`src/rtl/uart_cmd_pkg.sv`:
```
// Shared types and constants for the UART command/response controller.
// Latency: n/a (declarations only).
// Backpressure: n/a.
package uart_cmd_pkg;

   typedef enum logic [3:0] {
      S_IDLE,
      S_GET_CMD,
      S_GET_ADDR,
      S_GET_DATA,
      S_GET_CHK,
      S_EXEC,
      S_RD_WAIT,
      S_SEND,
      S_TX_GUARD,
      S_TX_WAIT
   } state_t;

   localparam logic [7:0] CMD_WR        = 8'h57;
   localparam logic [7:0] CMD_RD        = 8'h52;

   localparam logic [7:0] STATUS_OK     = 8'h00;
   localparam logic [7:0] STATUS_CHKERR = 8'h01;
   localparam logic [7:0] STATUS_BADCMD = 8'h02;
   localparam logic [7:0] STATUS_RXERR  = 8'h03;

   // Frame checksum covers every byte between SYNC and CHK.
   function automatic logic [7:0] frame_chk(input logic [7:0] cmd,
                                            input logic [7:0] addr,
                                            input logic [7:0] data);
      return cmd ^ addr ^ data;
   endfunction

endpackage

```
`src/rtl/uart_cmd_timer.sv`:
```
// Loadable down-counter; pulses timeout LOAD_VAL enabled cycles after the last load.
// Latency: timeout is combinational from the count register.
// Backpressure: none; load always wins over counting.
module uart_cmd_timer #(
   parameter int unsigned LOAD_VAL = 500_000
) (
   input  logic clk,
   input  logic rst,
   input  logic load,
   input  logic en,
   output logic timeout
);

   localparam int W = $clog2(LOAD_VAL + 1);

   logic [W-1:0] cnt_q, cnt_d;

   // Reload on demand, otherwise count down while enabled and stop at zero.
   always_comb begin
      cnt_d = cnt_q;
      if (load) begin
         cnt_d = W'(LOAD_VAL);
      end else if (en && (cnt_q != '0)) begin
         cnt_d = cnt_q - W'(1);
      end
   end

   // Count register.
   always_ff @(posedge clk or posedge rst) begin
      if (rst) cnt_q <= '0;
      else     cnt_q <= cnt_d;
   end

   assign timeout = en && !load && (cnt_q == W'(1));

endmodule

```
`src/rtl/uart_cmd_ctrl.sv`:
```
// Parses 5-byte SYNC/CMD/ADDR/DATA/CHK frames, runs one register access, sends SYNC/STATUS/RDATA.
// Latency: reg_wr 1 cycle after CHK; first tx_start 2 (write) or 3 (read) cycles after CHK.
// Backpressure: each response byte waits for tx_busy low; bytes arriving while busy are dropped and counted.
module uart_cmd_ctrl
   import uart_cmd_pkg::*;
#(
   parameter int unsigned CLK_FREQ   = 50_000_000,
   parameter int unsigned TIMEOUT_MS = 10,
   parameter logic [7:0]  SYNC_BYTE  = 8'hA5
) (
   input  logic       clk,
   input  logic       rst,
   input  logic [7:0] rx_data,
   input  logic       rx_done,
   input  logic       rx_error,
   output logic [7:0] tx_data,
   output logic       tx_start,
   input  logic       tx_busy,
   output logic [7:0] reg_addr,
   output logic [7:0] reg_wdata,
   output logic       reg_wr,
   output logic       reg_rd,
   input  logic [7:0] reg_rdata,
   output logic       busy,
   output logic [7:0] drop_cnt
);

   localparam int unsigned TIMEOUT_CYCLES = CLK_FREQ / 1000 * TIMEOUT_MS;

   state_t     state_q, state_d;
   logic [7:0] cmd_q, cmd_d;
   logic [7:0] addr_q, addr_d;
   logic [7:0] data_q, data_d;
   logic [7:0] chk_q, chk_d;
   logic [7:0] status_q, status_d;
   logic [7:0] rdata_q, rdata_d;
   logic [1:0] idx_q, idx_d;
   logic [7:0] drop_q, drop_d;
   logic [7:0] resp_byte;

   logic in_get, in_drop, byte_ok, tmr_load, tmr_timeout;

   // Timer control is derived straight from registered state so the timeout never loops back through the FSM logic.
   assign in_get   = (state_q == S_GET_CMD) || (state_q == S_GET_ADDR) ||
                     (state_q == S_GET_DATA) || (state_q == S_GET_CHK);
   assign in_drop  = (state_q == S_EXEC) || (state_q == S_RD_WAIT) || (state_q == S_SEND) ||
                     (state_q == S_TX_GUARD) || (state_q == S_TX_WAIT);
   assign byte_ok  = rx_done && !rx_error;
   assign tmr_load = byte_ok && (in_get || ((state_q == S_IDLE) && (rx_data == SYNC_BYTE)));

   uart_cmd_timer #(.LOAD_VAL(TIMEOUT_CYCLES)) u_timer (
      .clk     (clk),
      .rst     (rst),
      .load    (tmr_load),
      .en      (in_get),
      .timeout (tmr_timeout)
   );

   // Response byte selected by the current send index.
   always_comb begin
      resp_byte = SYNC_BYTE;
      case (idx_q)
         2'd1:    resp_byte = status_q;
         2'd2:    resp_byte = rdata_q;
         default: resp_byte = SYNC_BYTE;
      endcase
   end

   // Frame parsing, execution and response sequencing.
   always_comb begin
      state_d  = state_q;
      cmd_d    = cmd_q;
      addr_d   = addr_q;
      data_d   = data_q;
      chk_d    = chk_q;
      status_d = status_q;
      rdata_d  = rdata_q;
      idx_d    = idx_q;
      drop_d   = drop_q;
      reg_wr   = 1'b0;
      reg_rd   = 1'b0;
      tx_start = 1'b0;
      tx_data  = 8'h00;

      case (state_q)
         S_IDLE: begin
            idx_d = 2'd0;
            if (byte_ok && (rx_data == SYNC_BYTE)) begin
               status_d = STATUS_OK;
               rdata_d  = 8'h00;
               state_d  = S_GET_CMD;
            end
         end
         S_GET_CMD, S_GET_ADDR, S_GET_DATA, S_GET_CHK: begin
            if (rx_error) begin
               status_d = STATUS_RXERR;
               rdata_d  = 8'h00;
               state_d  = S_SEND;
            end else if (rx_done) begin
               case (state_q)
                  S_GET_CMD:  begin cmd_d  = rx_data; state_d = S_GET_ADDR; end
                  S_GET_ADDR: begin addr_d = rx_data; state_d = S_GET_DATA; end
                  S_GET_DATA: begin data_d = rx_data; state_d = S_GET_CHK;  end
                  default:    begin chk_d  = rx_data; state_d = S_EXEC;     end
               endcase
            end else if (tmr_timeout) begin
               state_d = S_IDLE;
            end
         end
         S_EXEC: begin
            state_d = S_SEND;
            rdata_d = 8'h00;
            if (chk_q != frame_chk(cmd_q, addr_q, data_q)) begin
               status_d = STATUS_CHKERR;
            end else if (cmd_q == CMD_WR) begin
               reg_wr   = 1'b1;
               status_d = STATUS_OK;
               rdata_d  = data_q;
            end else if (cmd_q == CMD_RD) begin
               reg_rd   = 1'b1;
               status_d = STATUS_OK;
               state_d  = S_RD_WAIT;
            end else begin
               status_d = STATUS_BADCMD;
            end
         end
         S_RD_WAIT: begin
            rdata_d = reg_rdata;
            state_d = S_SEND;
         end
         S_SEND: begin
            tx_data = resp_byte;
            if (!tx_busy) begin
               tx_start = 1'b1;
               state_d  = S_TX_GUARD;
            end
         end
         S_TX_GUARD: begin
            // The transmitter may not have raised tx_busy yet, so skip one cycle.
            tx_data = resp_byte;
            state_d = S_TX_WAIT;
         end
         S_TX_WAIT: begin
            tx_data = resp_byte;
            if (!tx_busy) begin
               if (idx_q == 2'd2) begin
                  state_d = S_IDLE;
               end else begin
                  idx_d   = idx_q + 2'd1;
                  state_d = S_SEND;
               end
            end
         end
         default: state_d = S_IDLE;
      endcase

      if (rx_done && in_drop && (drop_q != 8'hFF)) begin
         drop_d = drop_q + 8'd1;
      end
   end

   // State and datapath registers.
   always_ff @(posedge clk or posedge rst) begin
      if (rst) begin
         state_q  <= S_IDLE;
         cmd_q    <= 8'h00;
         addr_q   <= 8'h00;
         data_q   <= 8'h00;
         chk_q    <= 8'h00;
         status_q <= 8'h00;
         rdata_q  <= 8'h00;
         idx_q    <= 2'd0;
         drop_q   <= 8'h00;
      end else begin
         state_q  <= state_d;
         cmd_q    <= cmd_d;
         addr_q   <= addr_d;
         data_q   <= data_d;
         chk_q    <= chk_d;
         status_q <= status_d;
         rdata_q  <= rdata_d;
         idx_q    <= idx_d;
         drop_q   <= drop_d;
      end
   end

   assign reg_addr  = addr_q;
   assign reg_wdata = data_q;
   assign busy      = (state_q != S_IDLE);
   assign drop_cnt  = drop_q;

endmodule

```
`config.mk`:
```
export PLATFORM = sky130hd
export DESIGN_NAME = uart_cmd_ctrl
export DESIGN_NICKNAME = d
export VERILOG_FILES = /design/src/rtl/uart_cmd_pkg.sv /design/src/rtl/uart_cmd_timer.sv /design/src/rtl/uart_cmd_ctrl.sv
export SDC_FILE = /design/constraint.sdc
export NUM_CORES = 1
export LEC_CHECK = 0
export CORE_MARGIN = 4
export CORE_UTILIZATION = 31
export CTS_BUF_LIST = sky130_fd_sc_hd__clkbuf_4
export CTS_CLUSTER_SIZE = 12
export DETAILED_ROUTE_END_ITERATION = 8
export HOLD_SLACK_MARGIN = 0.12
export PLACE_DENSITY = 0.51
export SLEW_MARGIN = 20
export SYNTH_ARGS = -nofsm -noshare
export SYNTH_HDL_FRONTEND = slang
export SYNTH_HIERARCHICAL = 1
export SYNTH_SLANG_ARGS = --single-unit
export TNS_END_PERCENT = 20
```
`constraint.sdc`:
```
create_clock -name clk -period 6.2 [get_ports clk]
set_clock_uncertainty 0.2 [all_clocks]
set_input_delay 1.86 -clock clk [delete_from_list [all_inputs] [get_ports clk]]
set_output_delay 1.86 -clock clk [all_outputs]
set_load 0.01 [all_outputs]
```
Word level (Yosys, flattened, before mapping)

Index checks and enable logic that the tools add are counted.

Word-level logic and storage cells: 115
Register bits after elaboration: 81
Output and inout port bits: 36
Bits of input ports: 21

Bitwise operators: 4
Mux-type cells: 38
Equal/unequal tests: 23
Reduce and logical (&&, ||, !) cells: 37
$add $sub $neg: 3

Operators by type and width:

| cell                    | number |
|---|---|
| $mux W8                 | 6 |
| $mux W19                | 2 |
| $pmux W8 S4             | 1 |
| $pmux W4 S7             | 1 |
| $mux W4                 | 6 |
| $pmux W8 S3             | 1 |
| $reduce_and A4 Y1       | 5 |
| $eq A19 B1 Y1 const B   | 1 |
| $reduce_bool A19 Y1     | 1 |
| $sub A19 B1 Y19 const B | 1 |
| $eq A4 B3 Y1 const B    | 4 |
| $eq A8 B7 Y1 const B    | 2 |
| $pmux W8 S2             | 1 |
| $xor A8 B8 Y8           | 2 |
| $mux W1                 | 12 |
| $mux W2                 | 5 |
| $logic_and A1 B1 Y1     | 9 |
| $pmux W3 S3             | 1 |
| $reduce_and A3 Y1       | 3 |
| $add A8 B1 Y8 const B   | 1 |
| $eq A4 B2 Y1 const B    | 2 |
| $eq A4 B4 Y1 const B    | 2 |
| $eq A8 B8 Y1 const B    | 1 |
| $logic_or A1 B1 Y1      | 8 |
| 19 further kinds        | 27 |

Longest topological paths before layout

Gate-level depths: netlist of the first run.

Depth in word-level cells: 13
Gate-level depth with buffers: 12
Depth with buffers taken out: 10

Cells and area by module

The synthesis of the first run kept the hierarchy.

By module, submodules not included:

| module         | area each (µm²) | seq. area each (µm²) | cells an instance | instances |
|---|---|---|---|---|
| uart_cmd_ctrl  | 3070.4          | 1401.3               | 289               | 1 |
| uart_cmd_timer | 1261.2          | 475.5                | 127               | 1 |

Worst setup path after synthesis of the first run

OpenSTA, ideal clock, no wires.

Path kind: in2out
Start: input port tx_busy
End: output port tx_start
Data arrival time: 2.195 ns
Stages on the path: 1
Path buffers: 0
Slack: 1.945 ns
Required time: 4.140 ns
Cells stage by stage: nor3_1

Word-level cells in the longest chain between the ends: 2

Ends and longest elaborated chain:

| element     | line                 | RTL |
|---|---|---|
| from (decl) | uart_cmd_ctrl.sv:18  | `input logic tx_busy,` |
| $mux W1     | uart_cmd_ctrl.sv:133 | `if (!tx_busy) begin` |
| $mux W1     | uart_cmd_ctrl.sv:85  | `case (state_q)` |
| to (decl)   | uart_cmd_ctrl.sv:17  | `output logic tx_start,` |

Every way passes these cells.

Worst setup path after layout of the first run

Ends and elaborated chain as after synthesis.

==> results_tabular.tex, run 1 <==
\begin{tabular}{lr}
\hline
Metric & Value \\
\hline
\multicolumn{2}{l}{\textbf{Run status}} \\
\quad Run status & complete, no violations \\
\multicolumn{2}{l}{\textbf{Power and ir drop}} \\
\quad Post-layout total power & 2.407 mW \\
\quad Max VDD drop & 0.0002064 V \\
\quad Power density of the placed cells & 467.4 mW/mm\^{}2 \\
\quad Static Leakage & 2.006 nW \\
\multicolumn{2}{l}{\textbf{Logic synthesis}} \\
\quad Top area cells in the synthesized netlist & dfrtp\_1, mux2\_2, xnor2\_1, nor2\_1, a21oi\_1 \\
\quad Sequential cell area fraction in the yosys report & 0.4333 \\
\quad Leading cell types by count after synthesis & dfrtp\_1, mux2\_2, nor2\_1 \\
\quad Multiplexer area fraction after synthesis & 0.1190 \\
\quad Cell with the most instances after synthesis & dfrtp\_1 \\
\quad Post-synthesis cell area & 0.004332 mm\^{}2 \\
\quad Number of flops mapped to enable cells by yosys & 0 \\
\quad Cell taking the most area after synthesis & dfrtp\_1 \\
\quad Dominant combinational cell family by area after synthesis & simple AND/OR/NAND/NOR gates \\
\quad Area share of and/or/nand/nor cells after synthesis & 0.1889 \\
\quad Number of synthesized register bits & 75 \\
\quad Share of the synthesized area in the top cell type & 0.4333 \\
\quad Area fraction in compound gates after synthesis & 0.1482 \\
\quad Most used flip-flop cell after synthesis & dfrtp\_1 \\
\quad Synth cell types & 68 \\
\quad FFs w/ async S/R, synth & 1.000 \\
\quad Total of warnings raised by yosys & 6 \\
\quad Post-synthesis xor/xnor area fraction & 0.06268 \\
\quad Mapped Nets & 442 \\
\quad Syn Inst Count & 416 \\
\quad Synthesized area per cell & 10.41 um\^{}2 \\
\quad Area share of fa/ha/maj cells after synthesis & 0.01444 \\
\multicolumn{2}{l}{\textbf{Timing}} \\
\quad Max Clk Rate & 188.4 MHz \\
\quad Pins Over Slew Limit & 0 \\
\quad Final setup fails & 0 \\
\quad Fin crit period & 5309 ps \\
\quad Post-route fraction of the period consumed by the critical path & 0.8563 \\
\quad Sum of negative setup slack & 0 ps \\
\quad Unrepaired setup endpoints after global routing & false \\
\quad Transition time at the pin with the least slew margin & 803.9 ps \\
\quad Number of hold-slack violations in the final timing report & 0 \\
\quad Headroom to the max-slew limit & 0.4635 \\
\multicolumn{2}{l}{\textbf{Clocking}} \\
\quad Clock tree buffer depth & 2 \\
\quad H-tree levels & 3 \\
\quad Clock buffer count from CTS & 9 \\
\quad Clock edge transition at the registers on the reported setup and hold paths & 130 ps \\
\quad Insertion delay to the later sink of the worst-skew pair & 450 ps \\
\quad Cells resized by post-CTS repair & 0 \\
\quad Hold\_buf cts & 0 \\
\quad Clock tree sinks & 75 \\
\quad Clk root buf & clkbuf\_4 \\
\quad Setup repair bufs after CTS & 0 \\
\quad TritonCTS clock tree & done \\
\multicolumn{2}{l}{\textbf{Routing}} \\
\quad TritonRoute pass-1 iters & 4 \\
\quad Routed length on met1 & 4990 um \\
\quad Top sig layer & met4 \\
\quad Vias & 3312 \\
\quad Post-route DRC & 0 \\
\quad Remaining antenna violation count & 0 \\
\quad Detailed Route WL & 10440 um \\
\quad Vias per cell & 5.111 \\
\quad WL met3 & 406 um \\
\quad Routed length on met2 & 4945 um \\
\quad Routed wire length per instance & 16.11 um \\
\quad 1st-iter DRT viols & 233 \\
\multicolumn{2}{l}{\textbf{Placed design}} \\
\quad Number of instances in the placed design & 632 \\
\quad Number of buffers added on ports & 56 \\
\quad GPL Wtd Cong & 0.7868 \\
\quad Post-DP HPWL & 7534 um \\
\multicolumn{2}{l}{\textbf{Die}} \\
\quad Starting Density & 0.3220 \\
\quad Io pins & 57 \\
\quad Full die area & 0.01593 mm\^{}2 \\
\quad Die Wd & 126.2 um \\
\quad Area inside the core boundary & 0.01345 mm\^{}2 \\
\quad Die boundary height & 126.2 um \\
\quad Number of placement rows & 42 \\
\multicolumn{2}{l}{\textbf{Global route}} \\
\quad Via count of the first global-routing pass & 3379 \\
\quad GR Overflow Total & 0 \\
\quad Combined global-route utilization of all metal layers & 0.1353 \\
\quad Largest net degree at the start of global routing & 57 \\
\quad First-pass GRT wire length & 17200 um \\
\quad Antenna violations before repair & 0 \\
\multicolumn{2}{l}{\textbf{Final layout}} \\
\quad Share of cells above drive strength 1 & 0.1780 \\
\quad Area overhead of the layout relative to synthesis & 18.92\% \\
\quad Number of diodes & 0 \\
\quad Final nets & 493 \\
\quad Non-filler instance count after layout & 648 \\
\multicolumn{2}{l}{\textbf{Worst setup path}} \\
\quad Data required time of the worst path & 4140 ps \\
\quad WS Path Type & input pin to output pin \\
\quad CP Data Arrival Time & 3250 ps \\
\quad Critical Path Source Type & input pin \\
\quad Category of the worst setup path capture point & output pin \\
\quad Top fanout value on the critical path & 7 \\
\multicolumn{2}{l}{\textbf{Worst hold path}} \\
\quad Worst min path class & flop to flop \\
\multicolumn{2}{l}{\textbf{Flow run}} \\
\quad Max Cap Violations & 0 \\
\hline
\end{tabular}
## routing by layer
layer  GRT usage  up-vias
li1            -     1619
met1      0.1762     1629
met2      0.2150       57
met3     0.04572        7
met4     0.03849        0
met5           0        -
## worst paths after layout
path | start | to | slack [ps] | cells after the start
max | tx_busy | tx_start | 890 | 3
min | drop_cnt[7] | drop_cnt[7] | 320 | 1
max reg2reg | state_q[2] | state_q[2] | 2420 | 8
min reg2reg | drop_cnt[7] | drop_cnt[7] | 320 | 1
max in group asynchronous | rst | state_q[2] | 3560 | 3
min in group asynchronous | rst | u_timer/cnt_q[7] | 1700 | 2
## final cells by class
class,count,area [um^2]
fill,1416,8302
multi-input combinational,313,2322
sequential,75,1877
timing repair buffer,58,575.6
tap,176,220.2
clock buffer,9,67.56
clock inverter,7,51.30
inverter,10,37.54
## logic make-up (layout without fill, tap and decap cells)
| group | after synthesis | count (layout) |
|---|---|---|
| AO/OA/AOI/OAI | 89 | 89 |
| XOR/XNOR | 31 | 31 |
| adder cells (fa/ha/maj) | 5 | 5 |
| buffers and inverters | 28 | 84 |
| flip-flops | 75 | 75 |
| multiplexers | 46 | 46 |
| AND/OR/NAND/NOR | 142 | 142 |
## state kept, by name, summed over array words and instances (netlist names)
signal	cells
chk_q	8
drop_cnt	8
u_timer/cnt_q	19
cmd_q	8
state_q	4
reg_addr	8
status_q	2
idx_q	2
rdata_q	8
reg_wdata	8
## cell usage in the layout (no fill, tap or decap), drive strengths merged, types with 13 or more instances in the layout
cell           netlist  routed
nor3                18      18
nand2               26      26
dfrtp               75      75
clkdlybuf4s50        0      56
nor2                34      34
inv                 10      13
mux2                41      41
xnor2               20      20
o21ai               20      20
a21oi               24      24
## metrics by stage
step                        util  hold WS [ps]  area (um^2)  setup WS [ps]
after global placement    0.3734         290.1         5024          933.9
after floorplan                -         265.1         4332           1945
after detailed placement  0.3741         296.0         5032          891.7
after CTS                 0.3829         326.9         5151          891.7
after global routing      0.3829         335.1         5151          758.6
final                     0.3829         321.4         5151          891.1
## report_power, final
part           switching (mW)  total [mW]  internal (mW)  leakage (nW)
Combinational           0.566        1.20          0.632          1.02
Sequential              0.248       0.933          0.685         0.917
Clock                   0.191       0.276         0.0850        0.0647
## critical path, cell delays in order
cell	delay [ps]
clkdlybuf4s50_1	510
nor3_1	290
clkdlybuf4s50_1	580
Note: power is estimated with default switching activity, not from simulation.
==> run 2, diff against run 1 <==
--- a/config.mk
+++ b/config.mk
@@ -11,6 +11,7 @@
 export CTS_CLUSTER_SIZE = 12
 export DETAILED_ROUTE_END_ITERATION = 8
 export HOLD_SLACK_MARGIN = 0.12
+export MAX_ROUTING_LAYER = met4
 export PLACE_DENSITY = 0.51
 export SLEW_MARGIN = 20
 export SYNTH_ARGS = -nofsm -noshare
==> constraint.sdc (replaced) <==
create_clock -name clk -period 5.71 [get_ports clk]
set_clock_uncertainty 0.2 [all_clocks]
set_input_delay 1.713 -clock clk [delete_from_list [all_inputs] [get_ports clk]]
set_output_delay 1.713 -clock clk [all_outputs]
set_load 0.01 [all_outputs]
==> run 2 against run 1 <==
Net effect:
- flip-flop and latch count unchanged
- sequential share of layout area about the same
- clock power up 7%
- first-iteration DRC count down 14%
- clock-buffer cell count up 1
- total power up 8.2%
- cell area about the same
- sequential power up 8%
- combinational power up 8%
- hold slack worse by 8.5 ps
- via count down 0.88%
- global-route usage up 0.55 points
- critical endpoint is now reg_rd
- largest cell class unchanged
- largest power group unchanged
- highest routed layer unchanged
==> results_tabular.tex, run 2 (synthesis gave the netlist of run 1 again) <==
\begin{tabular}{lr}
\hline
Metric & Value \\
\hline
\multicolumn{2}{l}{\textbf{Final layout}} \\
\quad Most common cell after layout, fill and taps aside & dfrtp\_1 \\
\quad Final nets & 494 (+0.20\%) \\
\quad Register with the highest flop count & u\_timer/cnt\_q \\
\quad Number of diodes & 0 (unchanged) \\
\quad Largest register FFs & 19 (unchanged) \\
\quad Area overhead of the layout relative to synthesis & 18.83\% (about the same) \\
\quad Share of cells above drive strength 1 & 0.1797 (+0.001738) \\
\quad Top library cells by usage in the layout, fill and taps aside & dfrtp\_1, clkdlybuf4s50\_1, mux2\_2 \\
\multicolumn{2}{l}{\textbf{Routing}} \\
\quad Remaining antenna violation count & 0 (unchanged) \\
\quad Routed wire length per instance & 16.13 um (+0.17\%) \\
\quad Detailed Route WL & 10470 um (+0.33\%) \\
\quad Vias per cell & 5.059 (-1.0\%) \\
\quad 1st-iter DRT viols & 200 (-14\%) \\
\quad Post-route DRC & 0 (unchanged) \\
\quad TritonRoute pass-1 iters & 4 (unchanged) \\
\quad Vias & 3283 (-0.88\%) \\
\multicolumn{2}{l}{\textbf{Global route}} \\
\quad Via count of the first global-routing pass & 3348 (-0.92\%) \\
\quad Combined global-route utilization of all metal layers & 0.1408 (+0.005471) \\
\quad Antenna violations before repair & 0 (unchanged) \\
\quad First-pass GRT wire length & 17290 um (+0.52\%) \\
\quad GR Overflow Total & 0 (unchanged) \\
\quad Largest net degree at the start of global routing & 34 (-40\%) \\
\multicolumn{2}{l}{\textbf{Worst setup path}} \\
\quad CP Data Arrival Time & 3080 ps (-170 ps) \\
\quad Critical Path Source Type & flop \\
\quad Top fanout value on the critical path & 11 (+4) \\
\quad Master of the slowest instance on the critical path & clkdlybuf4s50\_1 \\
\quad Category of the worst setup path capture point & output pin \\
\quad Worst path cell trace & xor2\_1, xnor2\_1, nor4\_1, nand3\_1, nor3\_1, clkdlybuf4s50\_1 \\
\quad R2R Path End & state\_q[2] \\
\quad FF-to-FF path depth & 8 (unchanged) \\
\quad Longest individual stage delay on the worst path & 600 ps (+20 ps) \\
\quad WS Path Type & flop to output pin \\
\quad Startpoint of the most critical register-to-register path & state\_q[2] \\
\quad Data required time of the worst path & 3800 ps (-340 ps) \\
\quad Register-to-register path setup slack & 1960 ps (-460 ps) \\
\multicolumn{2}{l}{\textbf{Clocking}} \\
\quad Setup repair bufs after CTS & 0 (unchanged) \\
\quad Cells resized by post-CTS repair & 0 (unchanged) \\
\quad H-tree levels & 3 (unchanged) \\
\quad Clk root buf & clkbuf\_4 \\
\quad Clock edge transition at the registers on the reported setup and hold paths & 140 ps (about the same) \\
\quad Clock tree buffer depth & 2 (unchanged) \\
\quad Insertion delay to the later sink of the worst-skew pair & 470 ps (+20 ps) \\
\quad TritonCTS clock tree & done \\
\quad Hold\_buf cts & 0 (unchanged) \\
\quad Clock tree sinks & 75 (unchanged) \\
\quad Clock buffer count from CTS & 9 (unchanged) \\
\multicolumn{2}{l}{\textbf{Timing}} \\
\quad Max Clk Rate & 200.1 MHz \\
\quad Sum of negative setup slack & 0 ps (unchanged) \\
\quad Final setup fails & 0 (unchanged) \\
\quad Post-route fraction of the period consumed by the critical path & 0.8752 \\
\quad Fin crit period & 4998 ps \\
\quad Worst setup margin & 712.4 ps (-178.7 ps) \\
\quad Number of hold-slack violations in the final timing report & 0 (unchanged) \\
\quad Unrepaired setup endpoints after global routing & false \\
\quad Headroom to the max-slew limit & 0.4895 (+0.02601) \\
\quad Transition time at the pin with the least slew margin & 765.0 ps (-38.97 ps) \\
\quad Pins Over Slew Limit & 0 (unchanged) \\
\multicolumn{2}{l}{\textbf{Placed design}} \\
\quad Post-DP HPWL & 7632 um (+1.3\%) \\
\quad Number of buffers added on ports & 56 (unchanged) \\
\quad GPL Wtd Cong & 0.7915 (+0.60\%) \\
\quad Setup slack after placement & 724.1 ps (-167.6 ps) \\
\multicolumn{2}{l}{\textbf{Die}} \\
\quad Full die area & 0.01593 mm\^{}2 (unchanged) \\
\quad Area inside the core boundary & 0.01345 mm\^{}2 (unchanged) \\
\quad Die Wd & 126.2 um (unchanged) \\
\quad Number of placement rows & 42 (unchanged) \\
\quad Starting Density & 0.3220 (unchanged) \\
\quad Die boundary height & 126.2 um (unchanged) \\
\quad Io pins & 57 (unchanged) \\
\multicolumn{2}{l}{\textbf{Power and ir drop}} \\
\quad Static Leakage & 2.006 nW (about the same) \\
\quad Max VDD drop & 0.0002579 V (+25\%) \\
\quad Power density of the placed cells & 506.2 mW/mm\^{}2 (+8.3\%) \\
\multicolumn{2}{l}{\textbf{Run status}} \\
\quad Run status & complete, no violations \\
\multicolumn{2}{l}{\textbf{Worst hold path}} \\
\quad Beginning of the worst hold path & drop\_cnt[4] \\
\quad Number of cells traversed by the worst hold path & 1 (unchanged) \\
\quad Worst min path class & flop to flop \\
\quad Hold EP & drop\_cnt[4] \\
\multicolumn{2}{l}{\textbf{Flow run}} \\
\quad Max Cap Violations & 0 (unchanged) \\
\hline
\end{tabular}
run 2: changes by cell type in the layout (fill, tap and decap cells not counted), sizes merged:
| cell | delta |
|---|---|
| clkbuf | +1 |
| inv | -2 |
| buf | +1 |
| clkinvlp | +1 |
run 2: worst max-delay path by stage:
stage | start | end | cells past startpoint | slack (ps)
after global placement | tx_busy | tx_start | 3 | 740
after CTS | reg_wdata[2] | reg_rd | 6 | 680
after detailed placement | tx_busy | tx_start | 3 | 720
final | reg_wdata[2] | reg_rd | 6 | 710
after global routing | reg_wdata[7] | reg_rd | 6 | 350
after floorplan | tx_busy | tx_start | 1 | 1750
run 2: layout make-up:
cell class | count | area [um^2]
clock inverter | 6 | 41.29
tap | 176 | 220.2
sequential | 75 | 1877
fill | 1406 | 8305
inverter | 10 | 37.54
timing repair buffer | 59 | 583.1
clock buffer | 10 | 75.07
multi-input combinational | 313 | 2313
run 2: metal layers:
layer	vias up	GRT usage	wire [um]
li1	1608	-	-
met1	1613	0.1825	4976
met2	51	0.2147	5019
met3	11	0.03810	321
met4	0	0.04543	153
met5	-	-	0
run 2: critical path: cells and delay by family (launching register included):
family | cells | cell delay, ps
flops | 1 | 450
buf+inv | 1 | 600
simple gates | 3 | 1250
xor+xnor | 2 | 320
run 2: per-stage QoR:
stage	std cells	power [mW]	utilization	hold WS (ps)	instance area, um^2
2_1_floorplan	416	1.900	-	265.1	4332
3_3_place_gp	633	2.317	0.3740	290.5	5031
3_5_place_dp	633	2.337	0.3740	300.0	5031
4_1_cts	649	2.644	0.3826	323.2	5147
5_1_grt	649	2.829	0.3826	359.1	5147
6_report	649	2.606	0.3826	312.8	5147
run 2: where the power goes:
group	internal, mW	switching, mW
Sequential	0.744	0.268
Clock	0.0939	0.200
Combinational	0.687	0.613
Total	1.52	1.08
==> run 3, diff against run 2 <==
--- a/config.mk
+++ b/config.mk
@@ -13,6 +13,7 @@
 export HOLD_SLACK_MARGIN = 0.12
 export MAX_ROUTING_LAYER = met4
 export PLACE_DENSITY = 0.51
+export SETUP_SLACK_MARGIN = 0.1
 export SLEW_MARGIN = 20
 export SYNTH_ARGS = -nofsm -noshare
 export SYNTH_HDL_FRONTEND = slang
==> results of run 3 <==
The final DEF is identical to that of run 2; final timing and power are the same.
